[src/rtl/div_pkg.sv]
// Shared definitions for the restoring divider: the default operand width
// and the controller state encoding.
package div_pkg;

    localparam int DEFAULT_WIDTH = 4;

    typedef enum logic [1:0] {
        ST_IDLE = 2'b00,
        ST_RUN  = 2'b01,
        ST_DONE = 2'b10
    } state_t;

endpackage

[src/rtl/sub_stage.sv]
// Combinational W-bit trial subtractor.
// It computes a - b as a + ~b + 1. A carry out of 1 means no borrow
// occurred, i.e. a >= b.
module sub_stage #(
    parameter int W = 5
) (
    output logic [W-1:0] o_diff,
    output logic         o_carry_out,
    input  logic [W-1:0] i_a,
    input  logic [W-1:0] i_b
);

    // Invert-and-add with carry-in 1, widened by one bit to expose the carry.
    assign {o_carry_out, o_diff} = {1'b0, i_a} + {1'b0, ~i_b} + {{W{1'b0}}, 1'b1};

endmodule

[src/rtl/restoring_divider.sv]
// Iterative unsigned restoring divider that retires one quotient bit per clock.
// The controller accepts a start in IDLE. It runs WIDTH trial-subtract steps
// in RUN, then pulses done for one cycle in DONE. The quotient, remainder and
// div_by_zero results are loaded on the edge that enters DONE, so they are
// valid in the done cycle. They are held until the next operation completes.
module restoring_divider
    import div_pkg::*;
#(
    parameter int WIDTH = DEFAULT_WIDTH
) (
    input  logic             i_clk,
    input  logic             i_rst_n,
    input  logic             i_start,
    input  logic [WIDTH-1:0] i_dividend,
    input  logic [WIDTH-1:0] i_divisor,
    output logic             o_busy,
    output logic             o_done,
    output logic [WIDTH-1:0] o_quotient,
    output logic [WIDTH-1:0] o_remainder,
    output logic             o_div_by_zero
);

    localparam int CW = $clog2(WIDTH + 1);

    state_t           r_state;
    state_t           w_next_state;

    logic [WIDTH-1:0] r_q;
    logic [WIDTH-1:0] r_d;
    logic [WIDTH:0]   r_r;
    logic [CW-1:0]    r_count;

    logic [WIDTH-1:0] r_quotient;
    logic [WIDTH-1:0] r_remainder;
    logic             r_div_by_zero;

    logic [WIDTH:0]   w_rshift;
    logic [WIDTH:0]   w_diff;
    logic             w_carry;
    logic [WIDTH:0]   w_rnext;
    logic [WIDTH-1:0] w_qnext;
    logic             w_last;
    logic             w_div_zero;
    logic             w_unused_rmsb;

    // Shift the next dividend bit into the partial remainder.
    assign w_rshift = {r_r[WIDTH-1:0], r_q[WIDTH-1]};

    sub_stage #(
        .W(WIDTH + 1)
    ) u_sub_stage (
        .o_diff      (w_diff),
        .o_carry_out (w_carry),
        .i_a         (w_rshift),
        .i_b         ({1'b0, r_d})
    );

    // A carry means the trial subtraction fit. In that case keep the
    // difference and record a 1 in the quotient. Otherwise restore.
    assign w_rnext    = w_carry ? w_diff : w_rshift;
    assign w_qnext    = {r_q[WIDTH-2:0], w_carry};
    assign w_last     = (r_count == CW'(1));
    assign w_div_zero = (i_divisor == '0);

    // The top bit of R is always zero because R stays below D. The trial
    // subtraction still runs at WIDTH+1 bits so that R' cannot overflow.
    assign w_unused_rmsb = r_r[WIDTH];

    // State register.
    always_ff @(posedge i_clk or negedge i_rst_n) begin
        if (!i_rst_n) begin
            r_state <= ST_IDLE;
        end else begin
            r_state <= w_next_state;
        end
    end

    // Next-state logic and the busy/done strobes decoded from the state.
    always_comb begin
        w_next_state = r_state;
        o_busy       = 1'b0;
        o_done       = 1'b0;
        case (r_state)
            ST_IDLE: begin
                if (i_start) begin
                    w_next_state = w_div_zero ? ST_DONE : ST_RUN;
                end
            end
            ST_RUN: begin
                o_busy = 1'b1;
                if (w_last) begin
                    w_next_state = ST_DONE;
                end
            end
            ST_DONE: begin
                o_done       = 1'b1;
                w_next_state = ST_IDLE;
            end
            default: begin
                w_next_state = ST_IDLE;
            end
        endcase
    end

    // Operand capture, iteration datapath and result registers.
    always_ff @(posedge i_clk or negedge i_rst_n) begin
        if (!i_rst_n) begin
            r_q           <= '0;
            r_d           <= '0;
            r_r           <= '0;
            r_count       <= '0;
            r_quotient    <= '0;
            r_remainder   <= '0;
            r_div_by_zero <= 1'b0;
        end else begin
            case (r_state)
                ST_IDLE: begin
                    if (i_start) begin
                        if (w_div_zero) begin
                            r_quotient    <= '1;
                            r_remainder   <= i_dividend;
                            r_div_by_zero <= 1'b1;
                        end else begin
                            r_q     <= i_dividend;
                            r_d     <= i_divisor;
                            r_r     <= '0;
                            r_count <= CW'(WIDTH);
                        end
                    end
                end
                ST_RUN: begin
                    r_q     <= w_qnext;
                    r_r     <= w_rnext;
                    r_count <= r_count - CW'(1);
                    if (w_last) begin
                        r_quotient    <= w_qnext;
                        r_remainder   <= w_rnext[WIDTH-1:0];
                        r_div_by_zero <= 1'b0;
                    end
                end
                default: begin
                end
            endcase
        end
    end

    assign o_quotient    = r_quotient;
    assign o_remainder   = r_remainder;
    assign o_div_by_zero = r_div_by_zero;

endmodule

[config.mk]
export PLATFORM = sky130hd
export DESIGN_NAME = restoring_divider
export DESIGN_NICKNAME = d
export VERILOG_FILES = /design/src/rtl/div_pkg.sv /design/src/rtl/sub_stage.sv /design/src/rtl/restoring_divider.sv
export SDC_FILE = /design/constraint.sdc
export NUM_CORES = 1
export LEC_CHECK = 0
export ABC_AREA = 0
export CAP_MARGIN = 20
export CORE_AREA = 3 3 61 63
export DETAILED_ROUTE_END_ITERATION = 6
export DIE_AREA = 0 0 64 66
export PLACE_DENSITY = 0.59
export SLEW_MARGIN = 20
export SYNTH_ARGS = -nofsm -noshare
export SYNTH_HDL_FRONTEND = slang
export SYNTH_SLANG_ARGS = --single-unit
[constraint.sdc]
create_clock -name i_clk -period 2.7 [get_ports i_clk]
set_input_delay 0.54 -clock i_clk [delete_from_list [all_inputs] [get_ports i_clk]]
set_output_delay 0.54 -clock i_clk [all_outputs]
set_load 0.005 [all_outputs]
After elaboration in Yosys (flattened, before gate mapping)
Cells that the tools add are included.
- add/sub/neg operators: 3
- eq/ne operators: 7
- muxes and demuxes: 28
- bitwise operators: 2
- reduce and logical (&&, ||, !) cells: 7
- operators with widths (cell ; number):
    two-way mux 4 bit ; 11
    case mux 4 bit (2 select lines) ; 4
    != test 2 bit (second input constant) ; 4
    adder 5 x 5 -> 6 bit ; 1
    adder 6 x 1 -> 6 bit (second input constant) ; 1
    two-way mux 2 bit ; 3
    two-way mux 3 bit ; 2
    case mux 3 bit (2 select lines) ; 1
    AND reduction 3 bit ; 2
    two-way mux 1 bit ; 5
    inverter 4 -> 5 bit ; 1
    logical NOT 4 bit ; 1
    case mux 2 bit (2 select lines) ; 1
    AND reduction 4 bit ; 1
    equality test 3 x 1 -> 1 bit (second input constant) ; 1
    subtractor 3 x 1 -> 3 bit (second input constant) ; 1
    equality test 2 x 1 -> 1 bit (second input constant) ; 1
    equality test 2 bit (second input constant) ; 1
    logical NOT 2 bit ; 1
    case mux 1 bit (2 select lines) ; 1
    AND reduction 2 bit ; 1
    nonzero test 2 bit ; 1
    inverter 1 bit ; 1
- register bits after elaboration: 26

Logic depth before layout (Yosys ltp)
Gate-level depths: netlist of the first run.
- word-level depth: 6
- mapped depth: 8
- gate-level depth less buffers: 7

By module
From an unflattened synthesis of the first run, not the netlist that was laid out.
- cell total of the unflattened synthesis: 149
- area, all modules: 1458.9 um^2
- by module, submodules not included (module ; instances ; cells an instance ; area an instance (um^2)):
    restoring_divider ; 1 ; 120 ; 1253.7
    sub_stage ; 1 ; 29 ; 205.2

Worst setup path after synthesis of the first run
OpenSTA, ideal clock, no wires.
- path type: register to register
- start: register r_d[1]
- end: register r_remainder[1] (netlist: o_remainder[1])
- arrival: 1.769 ns
- data required time: 2.618 ns
- setup slack: 0.849 ns
- stages on the path, launching flop included: 8
- buffers on the path: 0
- clock period less this slack: 1.851 ns
- path through: dfrtp_1 > inv_1 > ha_1 > nor2b_1 > o31a_1 > nor3_4 > mux2_2 > a31oi_1
- cells in the longest elaborated chain, start to end: 6
- ends and longest elaborated chain (what ; line ; text):
    start, declared ; restoring_divider.sv:29 ; logic [WIDTH-1:0] r_d;
    start signal, assigned ; restoring_divider.sv:125 ; r_d <= i_divisor;
    inverter 4 -> 5 bit ; sub_stage.sv:14 ; assign {o_carry_out, o_diff} = {1'b0, i_a} + {1'b0, ~i_b} + {{W{1'b0}}, 1'b1};
    adder 5 x 5 -> 6 bit ; sub_stage.sv:14 ;
    adder 6 x 1 -> 6 bit ; sub_stage.sv:14 ;
    two-way mux 4 bit ; restoring_divider.sv:60 ; assign w_rnext = w_carry ? w_diff : w_rshift;
    two-way mux 4 bit ; restoring_divider.sv:135 ; if (w_last) begin
    case mux 4 bit (2 select lines) ; restoring_divider.sv:116 ; case (r_state)
    end signal, assigned ; restoring_divider.sv:121 ; r_remainder <= i_dividend;
    end signal, assigned ; restoring_divider.sv:137 ; r_remainder <= w_rnext[WIDTH-1:0];
    end, declared ; restoring_divider.sv:34 ; logic [WIDTH-1:0] r_remainder;
Every way passes these cells. The select of a mux whose other input is x is not followed.
A chain may end at the register's enable or synchronous reset.

Worst setup path in the final report of the first run
- start: register r_r[0]
- end: register r_remainder[1] (netlist: o_remainder[1])
- cells in the longest elaborated chain, start to end: 5
- ends and longest elaborated chain (what ; line ; text):
    start, declared ; restoring_divider.sv:30 ; logic [WIDTH:0] r_r;
    start signal, assigned ; restoring_divider.sv:133 ; r_r <= w_rnext;
    adder 5 x 5 -> 6 bit ; sub_stage.sv:14 ;
    adder 6 x 1 -> 6 bit ; sub_stage.sv:14 ;
    two-way mux 4 bit (*) ; restoring_divider.sv:60 ;
    two-way mux 4 bit (*) ; restoring_divider.sv:135 ;
    case mux 4 bit (2 select lines) (*) ; restoring_divider.sv:116 ;
Every way passes the cells marked *; elsewhere a longest branch is shown, timed or not. The select of a mux whose other input is x is not followed.

==> impl.org, run 1 <==
** Run status
- Status :: finished, final reports clean

** Timing
- Setup repair after global routing left no endpoint under its margin.
- Tmin final :: 2.082 ns
- Final Setup Violations :: 0
- Clock skew on the completed layout was measured at 0.007890 ns.
- Dividing the final minimum period by the clock period gives 0.7710.
- Final Hold Fails :: 0
- The number of max-slew violations in the final report is 0.
- The worst pin sits at a relative slew slack of 0.7752.
- At the pin with the least slew margin, the transition time is 0.3329 ns.
- Setup TNS :: 0 ns
- On the final layout, the worst hold slack is between 0.5 and 0.6 ns.
- Static timing analysis puts the maximum clock frequency at approximately 480 MHz.

** GRT
- Summed over all layers, the global routing overflow is 0.
- The first global-routing pass estimated 4719 µm of wire.
- Entering global routing, the biggest net connects 27 pins.
- Number of antenna violations at the first check in global routing :: 0
- Total global-route track usage :: 0.1431
- The number of global-route vias before repair is between 1000 and 1500.

** Placed design
- Summing all placed instances gives a cell area of between 0.0015 and 0.002 mm².
- DP HPWL :: between 1500 and 2000 µm
- In this run the tool buffered the top-level ports with 21 buffer cells.
- Counting tap cells, the placed design contains a total of around 190 instances.
- The congestion estimate from routability-driven global placement came to 0.7472.

** Power
- For this design the total switching power over the nets is 774.6 µW.
- The share of total power dissipated in the clock network is 0.126.
- Internal power of the cells :: 1.331 mW
- Of the total power, the share spent switching nets is 0.3679.
- Relative contribution of sequential cells to total power :: 0.345
- Summed over all cells, the static leakage comes to 0.7088 nW.
- Part of the power in combinational logic :: 0.529
- Total power divided by cell area :: 1304 mW/mm²
- VDD sags by at most 656.7 µV.

** Detailed routing
- Dividing the detail-routed via count by the number of cells gives roughly 5.0.
- The detailed router finished its first iteration with 43 violations.
- Detailed-router iteration count before antenna repair :: 4
- Final routed wire length divided by cell count :: 13.22 µm
- The detail route stage leaves a number of antenna-violating nets equal to 0.
- After detailed routing, the number of remaining DRC violations is 0.
- The detailed router placed 958 vias in this run.
- Wires add up to 2552 µm.

** Final layout
- The count of cells in the finished layout, fillers not included, comes to 193.
- From synthesis to final layout, the design area changed by 26.59%.
- Core utilization of the finished layout :: 0.4914
- Post-Layout Inst Area :: 0.001614 mm²
- Count of antenna diodes in the layout :: 0
- In the final design database the tool counted 166 nets.
- Of the cells placed in the final design, the portion with a size suffix greater than 1 is 0.1224.

** Clock tree
- In this run, CTS created clock tree buffers numbering 3.
- Cells resized by post-CTS repair :: 0
- Number of buffers between clock root and the deepest sink :: 2
- For this design, the CTS-stage hold fixing added 0 buffers.
- Number of buffers inserted to repair setup after CTS :: 0
- Clock Tree Root :: sky130_fd_sc_hd__clkbuf_4
- Clock-pin slew was measured on the worst setup and hold paths at 0.13 ns.
- CTS saw 26 sinks.
- TritonCTS clock tree :: built
- In this run the number of H-tree levels came out at 1.
- At the later pin of the worst-skew pair, clock insertion delay measures 0.32 ns.

** Critical path
- Walking the worst path, the cells encountered are ha_1, nor2b_1, o31a_1, nor3_4, mux2_2, a31oi_1.
- Category of the critical setup timing path :: reg2reg
- Data required time of the critical path :: 2.95 ns
- Slowest cell on crit path :: sky130_fd_sc_hd__dfrtp_1
- For this run, the slowest stage of the critical path takes 0.46 ns.
- Type of origin of the critical path :: flop
- Type of element capturing the critical path :: flop
- Critical path launch point :: r_r[0]
- Critical-path maximum fanout :: 7
- CP Data Arrival Time :: 2.33 ns
- Worst reg2reg startpoint :: r_r[0]

** Floorplanning
- The floorplan step defined a die boundary enclosing 0.004224 mm².
- Area of the placeable core :: 0.003284 mm²
- The die is about 64 µm wide.
- During I/O placement, the number of pins put on the boundary was 22.
- The initialized floorplan defines 21 standard-cell rows.
- From bottom edge to top edge, the die measures 66 µm.
- Initial Utilization :: 0.3882

** Yosys
- Number of synthesized register bits :: 26
- Yosys attributes the largest share of cell area to sky130_fd_sc_hd__dfrtp_1, sky130_fd_sc_hd__ha_1, sky130_fd_sc_hd__nand2_1, sky130_fd_sc_hd__mux2_2, sky130_fd_sc_hd__inv_1.
- Yosys printed 0 warnings.
- Synthesis handed over a netlist of 121 instances.
- The largest total area in the synthesized netlist belongs to sky130_fd_sc_hd__dfrtp_1.
- Sorting the synthesized cells by how often they occur yields sky130_fd_sc_hd__dfrtp_1, sky130_fd_sc_hd__nand2_1, sky130_fd_sc_hd__inv_1.
- Count of cell types in the netlist :: 35
- Most numerous cell in the Yosys netlist :: sky130_fd_sc_hd__dfrtp_1
- Number of enable flip-flop cells after synthesis :: 0
- Syn avg cell area :: 10.54 µm²
- Area share of the largest cell type after synthesis :: 0.5103
- The most used flip-flop cell after synthesis is sky130_fd_sc_hd__dfrtp_1.
- The cell area that synthesis handed to floorplanning was around 0.0013 mm².
- Post-synthesis sequential area ratio :: 0.5103
- In the synthesized netlist the async set-or-reset flop fraction comes to 1.000.
- Net Count, Synth :: approximately 140

** Min path
- The tightest min-delay check is of the reg2reg type.
- Origin of the worst min-delay path :: o_div_by_zero

** Flow run
- The tool flagged a number of max-cap violations equal to 0.
==> routing by layer <==
metal | up-vias | track usage | wire [µm]
met2 | 9 | 0.2387 | 1268
met5 | - | 0 | 0
met1 | 474 | 0.1868 | 1202
li1 | 473 | - | -
met4 | 0 | 0.04043 | 23
met3 | 2 | 0.03061 | 58
==> worst max-delay path, delay by kind of cell, from the launching register on <==
| family | cells | cell delay, ns |
|---|---|---|
| AND/OR/NAND/NOR | 2 | 0.42 |
| AO/OA/AOI/OAI | 2 | 0.44 |
| adder cells (fa/ha/maj) | 1 | 0.28 |
| flip-flops | 1 | 0.46 |
| multiplexers | 1 | 0.41 |
==> metrics by stage <==
step / total power, mW / setup WS [ns]
after floorplan: 1.464 / 0.8491
after global placement: 1.833 / 0.4335
after detailed placement: 1.864 / 0.4159
after CTS: 2.139 / 0.6181
after global routing: 2.336 / 0.4781
final: 2.105 / 0.6184
==> registers in the layout, summed over array words and instances, names as in the netlist <==
signal,flops
r_count,3
r_state,2
r_d,4
o_div_by_zero,1
o_remainder,4
r_q,4
o_quotient,4
r_r,4
==> area by class of cell <==
| type | instances | area (µm²) |
|---|---|---|
| clock inverters | 1 | 30.03 |
| well taps | 46 | 57.56 |
| fillers | 317 | 1670 |
| flip-flops and latches | 26 | 650.6 |
| clock buffers | 3 | 22.52 |
| inverters | 10 | 37.54 |
| repair buffers | 26 | 247.7 |
| multi-input cells | 81 | 568.0 |
==> layout by cell type, fill, tap and decap left out, drive strengths merged, types with 3 or more instances in the layout <==
master	synthesis	routed
a31oi	3	3
buf	3	5
clkbuf	1	3
nand3	3	3
ha	6	6
nor2	8	8
mux2	6	6
inv	9	9
nor2b	3	3
dfrtp	26	26
nand2	18	18
o22a	3	3
clkdlybuf4s50	0	21
nor3	3	3
o21ai	5	5
==> final timing paths <==
| path | endpoint | slack (ns) | depth (start not counted) |
|---|---|---|---|
| setup / recovery | o_remainder[1] | 0.62 | 6 |
| hold / removal | o_div_by_zero | 0.51 | 1 |
| setup reg to reg | o_remainder[1] | 0.62 | 6 |
| hold reg to reg | o_div_by_zero | 0.51 | 1 |
| max in group asynchronous | r_state[1] | 1.89 | 2 |
| min in group asynchronous | o_remainder[3] | 0.56 | 2 |
==> kinds of logic after synthesis <==
family,share of synthesized area
simple gates,0.1639
compound gates,0.1403
xor+xnor,0.01374
buf+inv,0.04415
flops,0.5103
fa+ha+maj,0.07458
mux,0.05299
==> power groups by stage <==
stage | clock [mW] | sequential (mW) | combinational [mW]
3_3_place_gp | 0 | 0.732 | 1.10
3_5_place_dp | 0 | 0.739 | 1.13
2_1_floorplan | 0 | 0.711 | 0.754
4_1_cts | 0.278 | 0.731 | 1.13
6_report | 0.266 | 0.727 | 1.11
5_1_grt | 0.292 | 0.766 | 1.28
No activity file was read; power rests on OpenSTA's default activity.
==> run 2: changes to the inputs <==
Clock period 2.7 ns to 2.16 ns, I/O delays scaled along.
==> run 2 against run 1 <==
Combinational power is 32% higher; first-iteration DRC count is 49% lower; die area stayed put; wire length is 4.0% higher; flip-flop and latch count stayed put; sequential power is 26% higher; design area is 2.3% higher; cell count is 2.6% higher; critical path depth stayed put; setup slack worse by 0.44 ns; clock skew is 0.0040 ns lower; via count is 3.9% higher.
==> impl.org, run 2 (synthesis gave the netlist of run 1 again) <==
** Timing
- Setup repair after global routing left no endpoint under its margin.
- Achievable Freq :: 505.2 MHz (+5.2%)
- Headroom to the max-slew limit :: 0.7404 (-0.03476)
- Min setup slack post-route :: 0.1805 ns (-0.4379 ns)
- The final critical path time including I/O delays and setup is 1.980 ns (-0.1021 ns).
- The share of the cycle needed by the critical path after routing is 0.9164 (+0.1455).
- Slew at the pin with the worst max-slew slack :: 0.3844 ns (+0.05147 ns)
- The final number of hold-violating endpoints was 0 (unchanged).
- The worst hold-check slack is 0.4605 ns (-0.04772 ns).
- The final-report setup violation count was 0 (unchanged).
- Clock skew :: 0.003895 ns (-0.003995 ns)
- Number of max-slew violations in the final report :: 0 (unchanged)

** Power
- Peak ir drop on the vdd network :: 596.8 µV (-9.1%)
- The net switching component of the power was 989.0 µW (+28%).
- The internal power summed over all cells came to 1.724 mW (+30%).
- Power consumption :: 2.713 mW (+29%)
- Total power divided by cell area :: 1643 mW/mm² (+26%)
- Switching share of power :: 0.3645 (-0.003426)
- Fraction of power consumed by the clock network :: 0.125 (about the same)
- The static power due to leakage was 0.7347 nW (+3.7%).
- Relative contribution of sequential cells to total power :: 0.337 (-0.008)
- The share of total power in combinational logic came to 0.539 (+0.010).

** Placed design
- The placed wire-length estimate after detailed placement was 2024 µm (+3.5%).
- The pre-CTS setup slack was -0.01662 ns (-0.4325 ns).
- The final weighted congestion in routability-driven placement is 0.7558 (+1.2%).
- The number of port buffers is 21 (unchanged).

** Detailed routing
- The number of iterations in the first detailed-routing pass is 4 (unchanged).
- Routed via count :: 995 (+3.9%)
- The DRC violation total after the first TritonRoute iteration was 22 (-49%).
- Number of antenna-violating nets in the routed design :: 0 (unchanged)
- Routed WL :: 2654 µm (+4.0%)
- The detail-routed net length per standard cell is 13.40 µm (+1.4%).
- Number of vias per cell :: 5.025 (+1.2%)
- # DRC :: 0 (unchanged)

** Critical path
- Critical-path maximum fanout :: 5 (-2)
- The setup path with the least slack is of type reg2reg.
- The endpoint identified for the worst register-to-register timing path is o_remainder[1].
- CP Data Arrival Time :: 2.24 ns (-0.09 ns)
- The worst setup path is captured at a flop.
- Internal reg-to-reg setup slack :: 0.18 ns (-0.44 ns)
- The length in cells of the worst reg-to-reg path came to 6 (unchanged).
- STA classifies the critical path startpoint as a flop.
- Worst reg2reg startpoint :: r_r[0]
- The required arrival time at the worst endpoint was 2.42 ns (-0.53 ns).

** Clock tree
- Number of buffers inserted to repair setup after CTS :: 0 (unchanged)
- TritonCTS clock tree :: built
- The clock latency reported for the late side of the worst-skew pair was 0.32 ns (about the same).
- Clock Tree Root :: sky130_fd_sc_hd__clkbuf_4
- The CTS H-tree depth is 1 (unchanged).
- The post-cts gate resize count came to 0 (unchanged).
- Hold buffers post-CTS :: 0 (unchanged)
- The number of sinks driven by the clock tree is 26 (unchanged).
- Number of buffers between clock root and the deepest sink :: 2 (unchanged)
- CTS clk-pin slew, worst paths :: 0.15 ns (+0.02 ns)
- TritonCTS buffer count :: 3 (unchanged)

** Floorplanning
- Die area :: 0.004224 mm² (unchanged)
- The core box area is 0.003284 mm² (unchanged).
- Vertical die dimension :: 66 µm (unchanged)
- The total number of placement rows is 21 (unchanged).
- Top-level I/O count :: 22 (unchanged)
- Initial Utilization :: 0.3882 (unchanged)
- The die extent in x was 64 µm (unchanged).

** Final layout
- The antenna cell count came to 0 (unchanged).
- Fraction of final layout cells sized beyond drive strength 1 :: 0.1513 (+0.02887)
- In the layout the commonest cells are sky130_fd_sc_hd__dfrtp_1, sky130_fd_sc_hd__clkdlybuf4s50_1, sky130_fd_sc_hd__nand2_1.
- Leaving out fill and tap cells, the most frequent cell in the layout is sky130_fd_sc_hd__dfrtp_1.
- Number of nets in the final layout :: 171 (+3.0%)
- Area delta synth->final :: 29.54%

** GRT
- The global-route congestion overflow total was 0 (unchanged).
- Via count of the first global-routing pass :: 1018 (unchanged)
- Wire length of the first global-routing pass :: 4719 µm (unchanged)
- The pin count of the biggest net entering global routing came to 27 (unchanged).
- The total track usage was 0.1440 (+0.0008873).
- The number of antenna violations at the first check in global routing came to 0 (unchanged).

** Min path
- In this run the worst hold path is classified as in2async.

** Run status
- The run finished with clean final reports.

** Flow run
- Maximum Capacitance Violations :: 0 (unchanged)
==> run 2: cell count changes in the layout (fill, tap and decap cells not counted) <==
| cell | before | now |
|---|---|---|
| sky130_fd_sc_hd__buf_4 | 5 | 10 |
==> run 2: final cells by class <==
class / instances / area [µm²]
Fill cell: 314 / 1633
Inverter: 10 / 37.54
Clock inverter: 1 / 30.03
Clock buffer: 3 / 22.52
Multi-Input combinational cell: 81 / 568.0
Sequential cell: 26 / 650.6
Timing Repair Buffer: 31 / 285.3
Tap cell: 46 / 57.56
==> run 2: worst max-delay path by stage <==
stage	from	to	slack [ns]	depth (start not counted)
after floorplan	r_d[1]	o_remainder[1]	0.31	7
after global placement	i_divisor[1]	r_q[0]	0.04	4
after detailed placement	i_divisor[1]	r_q[0]	-0.02	4
after CTS	r_d[1]	o_remainder[1]	0.17	7
after global routing	r_d[1]	o_remainder[1]	0.03	7
final	r_r[0]	o_remainder[1]	0.18	6
==> run 2: power groups by stage <==
stage	registers, mW	logic (mW)	clock network [mW]
after floorplan	0.888	0.942	0
after global placement	0.917	1.45	0
after detailed placement	0.927	1.47	0
after CTS	0.915	1.49	0.343
after global routing	0.956	1.67	0.359
final	0.913	1.46	0.338
==> run 2: routing by layer <==
layer / global-route usage / share of wire / wire length, µm
met1: 0.2043 / 0.48 / 1265
met2: 0.2206 / 0.48 / 1279
met3: 0.01531 / 0.028 / 74
met4: 0.06469 / 0.013 / 34
met5: 0 / 0 / 0
==> run 2: metrics by stage <==
stage,util,instances,setup TNS (ns),area (µm²)
after detailed placement,0.4869,194,-0.01662,1599
final,0.5029,198,0,1652
after global routing,0.5029,198,0,1652
after global placement,0.4869,194,0,1599
after floorplan,-,121,0,1275
after CTS,0.5029,198,0,1652
==> run 2: worst max-delay path, stage by stage, from the launching register on <==
cell and delay [ns]:
sky130_fd_sc_hd__dfrtp_1 0.46, sky130_fd_sc_hd__ha_1 0.28, sky130_fd_sc_hd__nor2b_1 0.14, sky130_fd_sc_hd__o31a_1 0.28
sky130_fd_sc_hd__nor3_4 0.21, sky130_fd_sc_hd__mux2_2 0.39, sky130_fd_sc_hd__a31oi_1 0.16
